[src/rtl/keypad_scanner.sv]
// keypad_scanner: 4x4 matrix keypad scanner with frame-based debounce and multi-key detection.
// Ports:
//   clk        system clock, rising edge
//   rst_n      asynchronous active-low reset
//   row        row sense lines, active-low, asynchronous to clk
//   col_sel    column drive, active-low one-hot
//   key_code   last accepted key {col_idx, row_idx}
//   key_valid  one-cycle pulse on key acceptance
//   key_held   high while the accepted key stays pressed
//   multi_key  one-cycle pulse for each frame with two or more pressed keys
module keypad_scanner #(
    parameter int SCAN_DIV        = 100000,
    parameter int DEBOUNCE_FRAMES = 4
) (
    input  logic       clk,
    input  logic       rst_n,
    input  logic [3:0] row,
    output logic [3:0] col_sel,
    output logic [3:0] key_code,
    output logic       key_valid,
    output logic       key_held,
    output logic       multi_key
);
    localparam int DW = $clog2(SCAN_DIV);
    localparam logic [3:0] DF = 4'(DEBOUNCE_FRAMES);
    typedef enum logic [1:0] {IDLE, DEBOUNCE, HELD, RELEASE} state_t;
    logic [3:0] row_m_q, row_s_q;
    logic [DW-1:0] dwell_q, dwell_d;
    logic [1:0] col_q, col_d;
    logic [1:0] cnt_q, cnt_d, cnt_new;
    logic [3:0] fkey_q, fkey_d, key_new;
    state_t state_q, state_d;
    logic [3:0] cand_q, cand_d, stable_q, stable_d, rel_q, rel_d;
    logic [3:0] key_code_q, key_code_d;
    logic key_valid_q, key_valid_d, key_held_q, key_held_d, multi_q, multi_d;
    logic sample, frame_end, single, multi;
    logic [3:0] pressed, stable_inc, rel_inc;
    logic [2:0] n_col, cnt_sum;
    logic [1:0] r_idx;
    assign sample    = dwell_q == DW'(SCAN_DIV - 1);
    assign frame_end = sample && col_q == 2'd3;
    assign pressed   = ~row_s_q;
    assign n_col     = 3'(pressed[0]) + 3'(pressed[1]) + 3'(pressed[2]) + 3'(pressed[3]);
    assign r_idx     = pressed[0] ? 2'd0 : pressed[1] ? 2'd1 : pressed[2] ? 2'd2 : 2'd3;
    // Running per-frame count including the column being sampled now, saturated at 2.
    assign cnt_sum   = {1'b0, cnt_q} + (n_col > 3'd2 ? 3'd2 : n_col);
    assign cnt_new   = cnt_sum >= 3'd2 ? 2'd2 : cnt_sum[1:0];
    assign key_new   = (cnt_q == 2'd0 && n_col != 3'd0) ? {col_q, r_idx} : fkey_q;
    assign single    = cnt_new == 2'd1;
    assign multi     = cnt_new == 2'd2;
    assign stable_inc = (single && key_new == cand_q) ? stable_q + 4'd1 : 4'd1;
    assign rel_inc   = rel_q + 4'd1;
    assign col_sel   = ~(4'b0001 << col_q);
    assign key_code  = key_code_q;
    assign key_valid = key_valid_q;
    assign key_held  = key_held_q;
    assign multi_key = multi_q;
    always_comb begin
        dwell_d = sample ? '0 : dwell_q + DW'(1);
        col_d   = sample ? col_q + 2'd1 : col_q;
        cnt_d   = sample ? (frame_end ? 2'd0 : cnt_new) : cnt_q;
        fkey_d  = sample ? (frame_end ? 4'd0 : key_new) : fkey_q;
    end
    always_comb begin
        state_d     = state_q;
        cand_d      = cand_q;
        stable_d    = stable_q;
        rel_d       = rel_q;
        key_code_d  = key_code_q;
        key_held_d  = key_held_q;
        key_valid_d = 1'b0;
        multi_d     = frame_end && multi;
        if (frame_end) begin
            case (state_q)
                IDLE: if (single) begin
                    cand_d   = key_new;
                    stable_d = 4'd1;
                    state_d  = DEBOUNCE;
                    if (DF == 4'd1) begin
                        key_code_d  = key_new;
                        key_valid_d = 1'b1;
                        key_held_d  = 1'b1;
                        stable_d    = 4'd0;
                        state_d     = HELD;
                    end
                end
                DEBOUNCE: if (!single) begin
                    stable_d = 4'd0;
                    state_d  = IDLE;
                end else begin
                    cand_d   = key_new;
                    stable_d = stable_inc;
                    if (stable_inc == DF) begin
                        key_code_d  = key_new;
                        key_valid_d = 1'b1;
                        key_held_d  = 1'b1;
                        stable_d    = 4'd0;
                        state_d     = HELD;
                    end
                end
                HELD: if (!(single && key_new == key_code_q)) begin
                    rel_d   = 4'd1;
                    state_d = RELEASE;
                    if (DF == 4'd1) begin
                        rel_d      = 4'd0;
                        key_held_d = 1'b0;
                        state_d    = IDLE;
                    end
                end
                RELEASE: if (single && key_new == key_code_q) begin
                    rel_d   = 4'd0;
                    state_d = HELD;
                end else begin
                    rel_d = rel_inc;
                    if (rel_inc == DF) begin
                        rel_d      = 4'd0;
                        key_held_d = 1'b0;
                        state_d    = IDLE;
                    end
                end
                default: state_d = IDLE;
            endcase
        end
    end
    always_ff @(posedge clk or negedge rst_n) begin
        if (!rst_n) begin
            row_m_q     <= 4'hF;
            row_s_q     <= 4'hF;
            dwell_q     <= '0;
            col_q       <= 2'd0;
            cnt_q       <= 2'd0;
            fkey_q      <= 4'd0;
            state_q     <= IDLE;
            cand_q      <= 4'd0;
            stable_q    <= 4'd0;
            rel_q       <= 4'd0;
            key_code_q  <= 4'd0;
            key_valid_q <= 1'b0;
            key_held_q  <= 1'b0;
            multi_q     <= 1'b0;
        end else begin
            row_m_q     <= row;
            row_s_q     <= row_m_q;
            dwell_q     <= dwell_d;
            col_q       <= col_d;
            cnt_q       <= cnt_d;
            fkey_q      <= fkey_d;
            state_q     <= state_d;
            cand_q      <= cand_d;
            stable_q    <= stable_d;
            rel_q       <= rel_d;
            key_code_q  <= key_code_d;
            key_valid_q <= key_valid_d;
            key_held_q  <= key_held_d;
            multi_q     <= multi_d;
        end
    end
endmodule

[config.mk]
export PLATFORM = sky130hd
export DESIGN_NAME = keypad_scanner
export DESIGN_NICKNAME = d
export VERILOG_FILES = /design/src/rtl/keypad_scanner.sv
export SDC_FILE = /design/constraint.sdc
export NUM_CORES = 1
export LEC_CHECK = 0
export BUFFER_PORTS_ARGS = -buffer_cell sky130_fd_sc_hd__buf_2
export CORE_MARGIN = 2
export CORE_UTILIZATION = 54
export DETAILED_ROUTE_END_ITERATION = 6
export GPL_ROUTABILITY_DRIVEN = 0
export HOLD_SLACK_MARGIN = 0.03
export PLACE_DENSITY_LB_ADDON = 0.12
export SKIP_LAST_GASP = 1
export SLEW_MARGIN = 25
export SYNTH_ARGS = -nofsm -noshare
export SYNTH_HDL_FRONTEND = slang
export SYNTH_SLANG_ARGS = --single-unit
[constraint.sdc]
create_clock -name clk -period 3.9 [get_ports clk]
set_input_delay 0.195 -clock clk [delete_from_list [all_inputs] [get_ports clk]]
set_output_delay 0.195 -clock clk [all_outputs]
set_load 0.01 [all_outputs]
### Yosys cells after proc, flatten, opt, wreduce, memory -nomap -nowiden

Cells that the tools add are included.

* bits in registers: 54
* input bits: 6
* word-level logic and storage cells: 98

* add/sub/neg operators: 8
* $lt $le $gt $ge: 2
* eq/ne operators: 19
* shifts and indexed selects: 1
* mux-type cells: 34
* bitwise logic cells: 2
* reduce and logical (&&, ||, !) cells: 18

Operator list (number)
* 2-to-1 mux 4 bit: 9
* 2-to-1 mux 2 bit: 10
* adder 17 x 1 -> 17 bit (second input constant): 1
* equality test 17 bit (second input constant): 1
* 2-to-1 mux 17 bit: 1
* one-hot mux 4 bit (2 select lines): 2
* != test 2 bit (second input constant): 6
* 2-to-1 mux 1 bit: 9
* AND reduction 3 bit: 3
* adder 4 x 1 -> 4 bit (second input constant): 2
* equality test 2 bit (second input constant): 4
* equality test 4 x 3 -> 1 bit (second input constant): 2
* equality test 4 bit: 2
* inverter 4 bit: 2
* one-hot mux 2 bit (4 select lines): 1
* != test 3 bit (second input constant): 2
* AND reduction 6 bit: 1
* nonzero test 2 bit: 3
* logical AND 1 bit: 5
* AND reduction 5 bit: 1
* equality test 2 x 1 -> 1 bit (second input constant): 2
* logical NOT 2 bit: 2
* AND reduction 4 bit: 1
* << shifter 1 x 2 -> 4 bit (first input constant): 1
* 11 further kinds: 11

### Logic depth before layout (Yosys ltp)

* word-level depth: 17
* depth in mapped cells: 16
* depth with buffers taken out: 15

### Worst setup path after synthesis

No wires, ideal clock.

* path type: register to register
* start point: register row_s_q[1]
* end point: register state_q[0]
* arrival: 3.702 ns
* required time: 3.772 ns
* path slack: 0.070 ns
* stages on the path, launching flop included: 16
* path buffers: 0
* cells stage by stage: dfstp_2 fa_1 inv_1 ha_1 inv_1 ha_1 and2_1 ha_1 fa_1 a21o_1 a21oi_1 and2_1 o21ai_1 or4_4 a311oi_1 o31ai_1

* longest elaborated chain between the ends: 15
* elaborated cells on any way between the ends: 29

Ends and longest elaborated chain
* from (decl): RTL line 27 `logic [3:0] row_m_q, row_s_q;`
* from (signal assigned): RTL line 143 `row_s_q <= row_m_q;`
* inverter 4 bit (*): RTL line 42 `assign pressed = ~row_s_q;`
* adder 1 x 1 -> 2 bit: RTL line 43 `assign n_col = 3'(pressed[0]) + 3'(pressed[1]) + 3'(pressed[2]) + 3'(pressed[3]);`
* adder 2 x 1 -> 3 bit: RTL line 43
* adder 3 x 1 -> 3 bit: RTL line 43
* > comparator 3 x 2 -> 1 bit: RTL line 46 `assign cnt_sum = {1'b0, cnt_q} + (n_col > 3'd2 ? 3'd2 : n_col);`
* 2-to-1 mux 3 bit: RTL line 46
* adder 2 x 3 -> 3 bit: RTL line 46
* >= comparator 3 x 2 -> 1 bit: RTL line 47 `assign cnt_new = cnt_sum >= 3'd2 ? 2'd2 : cnt_sum[1:0];`
* 2-to-1 mux 2 bit: RTL line 47
* equality test 2 x 1 -> 1 bit: RTL line 49 `assign single = cnt_new == 2'd1;`
* logical AND 1 bit: RTL line 51 `assign stable_inc = (single && key_new == cand_q) ? stable_q + 4'd1 : 4'd1;`
* 2-to-1 mux 4 bit: RTL line 51
* equality test 4 x 3 -> 1 bit: RTL line 93 `if (stable_inc == DF) begin`
* != test 3 bit (no source line)
* AND reduction 5 bit (no source line)
* to (signal assigned): RTL line 148 `state_q <= state_d;`
* to (decl): RTL line 32 `state_t state_q, state_d;`

Mark *: on every way between the ends. The rest lies on a longest branch, timed or not.
A chain may end at the register's enable or synchronous reset.

### Worst setup path after layout

Ends and elaborated chain as after synthesis.

==> results.py <==
metrics = {
    "synth": {
        "synth_flop_cell": "dfrtp_1",
        "ys_seq_area_share_pct": 47.7,
        "synth_async_sr_flop_share_pct": 100,
        "yosysWarnings": 0,
        "ys_ff_latch": 54,
        "postSynthCellCount": 276,
        "synthesis.nets": 298,
        "synth_cell_types": 52,
        "mappedNetlistArea_mm2": 0.00286,
        "syn_avg_cell_area_um2": 10.3,
        "synth_edf_count": 0,
    },
    "cts": {
        "clock-sinks": 54,
        "path_clk_slew_ns": 0.09,
        "cts_tree": "built",
        "clk_latency_ns": 0.31,
        "ctsLongestPathBuffers": 2,
        "cts_resized": 0,
        "cts-root-buf": "clkbuf_8",
        "htree_levels": 2,
        "cts_inserted_buffers": 5,
    },
    "timing": {
        "slew_viol_final": 0,
        "fmax_ghz": 0.271,
        "fin_setup_tns_ns": 0,
        "finClkSkew_ns": 0.00915,
        "finalCriticalPeriod_ns": 3.69,
        "hold_viol": 0,
        "layout_setup_ws_ns": 0.212,
        "slew_headroom_pct": 56.1,
        "worstMarginPinSlew_ns": 0.658,
        "fin_crit_sh_pct": 94.6,
        "finalSetupViolations": 0,
        "rsz0062_at_grt": "no",
    },
    "placement": {
        "dp_hpwl_mm": 3.59,
        "dp_cells": 363,
        "io_buffers": 16,
        "pre_cts_slack_ns": 0.0408,
    },
    "floorplanning": {
        "core_area_mm2": 0.00511,
        "ios": 17,
        "start_util_pct": 55.9,
        "die_width_um": 76.7,
        "die_area_mm2": 0.00589,
        "num_rows": 26,
        "chipHeight_um": 76.7,
    },
    "final_layout": {
        "most-common-layout-cells": "dfrtp_1 (46), nand2_1 (31), inv_1 (19), buf_2 (16), nor2_1 (15)",
        "drive_gt1_share_pct": 18.6,
        "fin_nets": 328,
        "syn2layout_area_growth_pct": 12.7,
        "layout.cells.most_common": "dfrtp_1",
        "diodes": 0,
        "fin_cells": 377,
        "fin_util_pct": 63.0,
    },
    "global_route": {
        "grt.total_usage_pct": 19.3,
        "grt-ovfl-total": 0,
        "grt_pass1_vias": 2014,
        "grt_max_degree": 55,
        "grt_pass1_wl_mm": 9.09,
        "antenna_found_initial": 0,
    },
    "setup_path": {
        "reg2reg_from": "row_s_q[1]",
        "cp_max_fo": 3,
        "cp-end-kind": "flip-flop",
        "cp.arrival_ns": 3.88,
        "worstPathRequired_ns": 4.09,
        "startpoint": "row_s_q[1]",
        "worstSetupStartpointType": "flip-flop",
        "path_class": "flip-flop to flip-flop",
    },
    "drt": {
        "routed_via_density": 5.37,
        "drt_first_pass_iters": 4,
        "wl_per_cell_um": 13.5,
        "vias": 2026,
        "postRouteAntennaNets": 0,
        "drc": 0,
        "finalWirelength_mm": 5.09,
        "drt-initial-drc-count": 102,
    },
    "hold_path": {
        "hp-start": "row_m_q[0]",
        "min_path_type": "flip-flop to flip-flop",
    },
    "pwr": {
        "p_leak_nw": 1.46,
        "totalPowerFinal_w": 0.00102,
        "ir_worst_vdd_mv": 0.186,
        "power_density_mw_per_mm2": 316,
    },
    "status": {
        "outcome": "finished clean",
    },
    "flow_run": {
        "max_cap_viol_count": 0,
    },
}
[per-layer routing]
metal	part of all wire, %	vias up	GRT usage [%]
li1	-	1032	-
met1	50	958	26.3
met2	45	29	29.8
met3	2.7	7	3.65
met4	1.8	0	9.27
met5	0	-	0
[through the flow]
step	hold WS, ns	area (µm²)
6_report	0.359	3220
5_1_grt	0.367	3220
4_1_cts	0.360	3210
3_5_place_dp	0.302	3050
3_3_place_gp	0.300	3050
2_1_floorplan	-0.101	2860
[final cells by class]
cell class	count	area, µm²
repair buffers	29	190
inverters	19	71.3
clock inverters	3	40.0
fillers	418	1890
clock buffers	5	68.8
flip-flops and latches	54	1360
multi-input cells	197	1400
well taps	70	87.6
[cell usage after synthesis (2+ instances only)]
cell / count / area, µm²
or4_4: 2 / 22.5
a31o_2: 2 / 17.5
nand2_4: 2 / 22.5
and2_1: 7 / 43.8
o22ai_1: 3 / 18.8
buf_2: 2 / 10.0
and3_1: 6 / 37.5
xor2_1: 8 / 70.1
o21ai_0: 12 / 60.1
nor4_1: 2 / 12.5
a21o_1: 2 / 15.0
buf_1: 2 / 7.51
o21ai_1: 2 / 10.0
a2111oi_2: 2 / 30.0
ha_1: 14 / 175
clkbuf_1: 2 / 7.51
or3_1: 4 / 25.0
nand4_1: 6 / 37.5
nor4_4: 2 / 42.5
nand3_1: 9 / 45.0
inv_1: 19 / 71.3
xnor2_1: 13 / 114
fa_1: 2 / 40.0
o31ai_1: 8 / 60.1
a22o_1: 3 / 26.3
dfrtp_1: 46 / 1150
a21oi_1: 13 / 65.1
nand2b_1: 2 / 12.5
a31oi_1: 5 / 31.3
dfstp_2: 8 / 210
nor2_1: 15 / 56.3
nand2_1: 31 / 116
[path summary, 6_finish.rpt]
path | cells after the start | end | slack (ns)
hold / removal | 0 | row_s_q[0] | 0.36
min in group asynchronous | 3 | col_q[0] | 0.53
setup / recovery | 15 | state_q[0] | 0.21
max in group asynchronous | 3 | cnt_q[1] | 2.93
setup reg to reg | 15 | state_q[0] | 0.21
hold reg to reg | 0 | row_s_q[0] | 0.36
[sequential cells by signal, indices dropped and copies added (netlist names), 4 cells and up]
signal and flops:
cand_q 4, key_code 4, dwell_q 17, row_m_q 4, fkey_q 4, row_s_q 4, stable_q 4, rel_q 4
[what timing repair did]
item                       in CTS  in global routing
hold endpoints to repair       46                  0
hold buffers                    5                  0
buffers inserted                0                  1
setup endpoints to repair       0                  4
[power by group]
group	switching (W)	leakage, nW	internal [W]
Clock	0.000179	0.0579	0.000189
Combinational	0.0000452	0.686	0.0000334
Sequential	0.00000217	0.713	0.000567
Total	0.000226	1.46	0.000790
[worst max-delay path, stage by stage, from the launching register on]
cell      delay (ns)
dfstp_2         0.55
fa_1            0.41
inv_1           0.06
ha_1            0.15
inv_1           0.06
ha_1            0.20
and2_1          0.17
ha_1            0.18
fa_1            0.38
a21o_1          0.16
a21oi_1         0.15
and2_1          0.17
o21ai_1         0.12
or4_4           0.47
a311oi_1        0.26
o31ai_1         0.10
[cell families after synthesis]
logic type,synth area share [%]
compound gates,13.7
simple gates,20.1
buf+inv,3.37
fa+ha+maj,7.53
mux,1.27
xor+xnor,6.44
flops,47.7
Power figures use the tool's default switching activity.
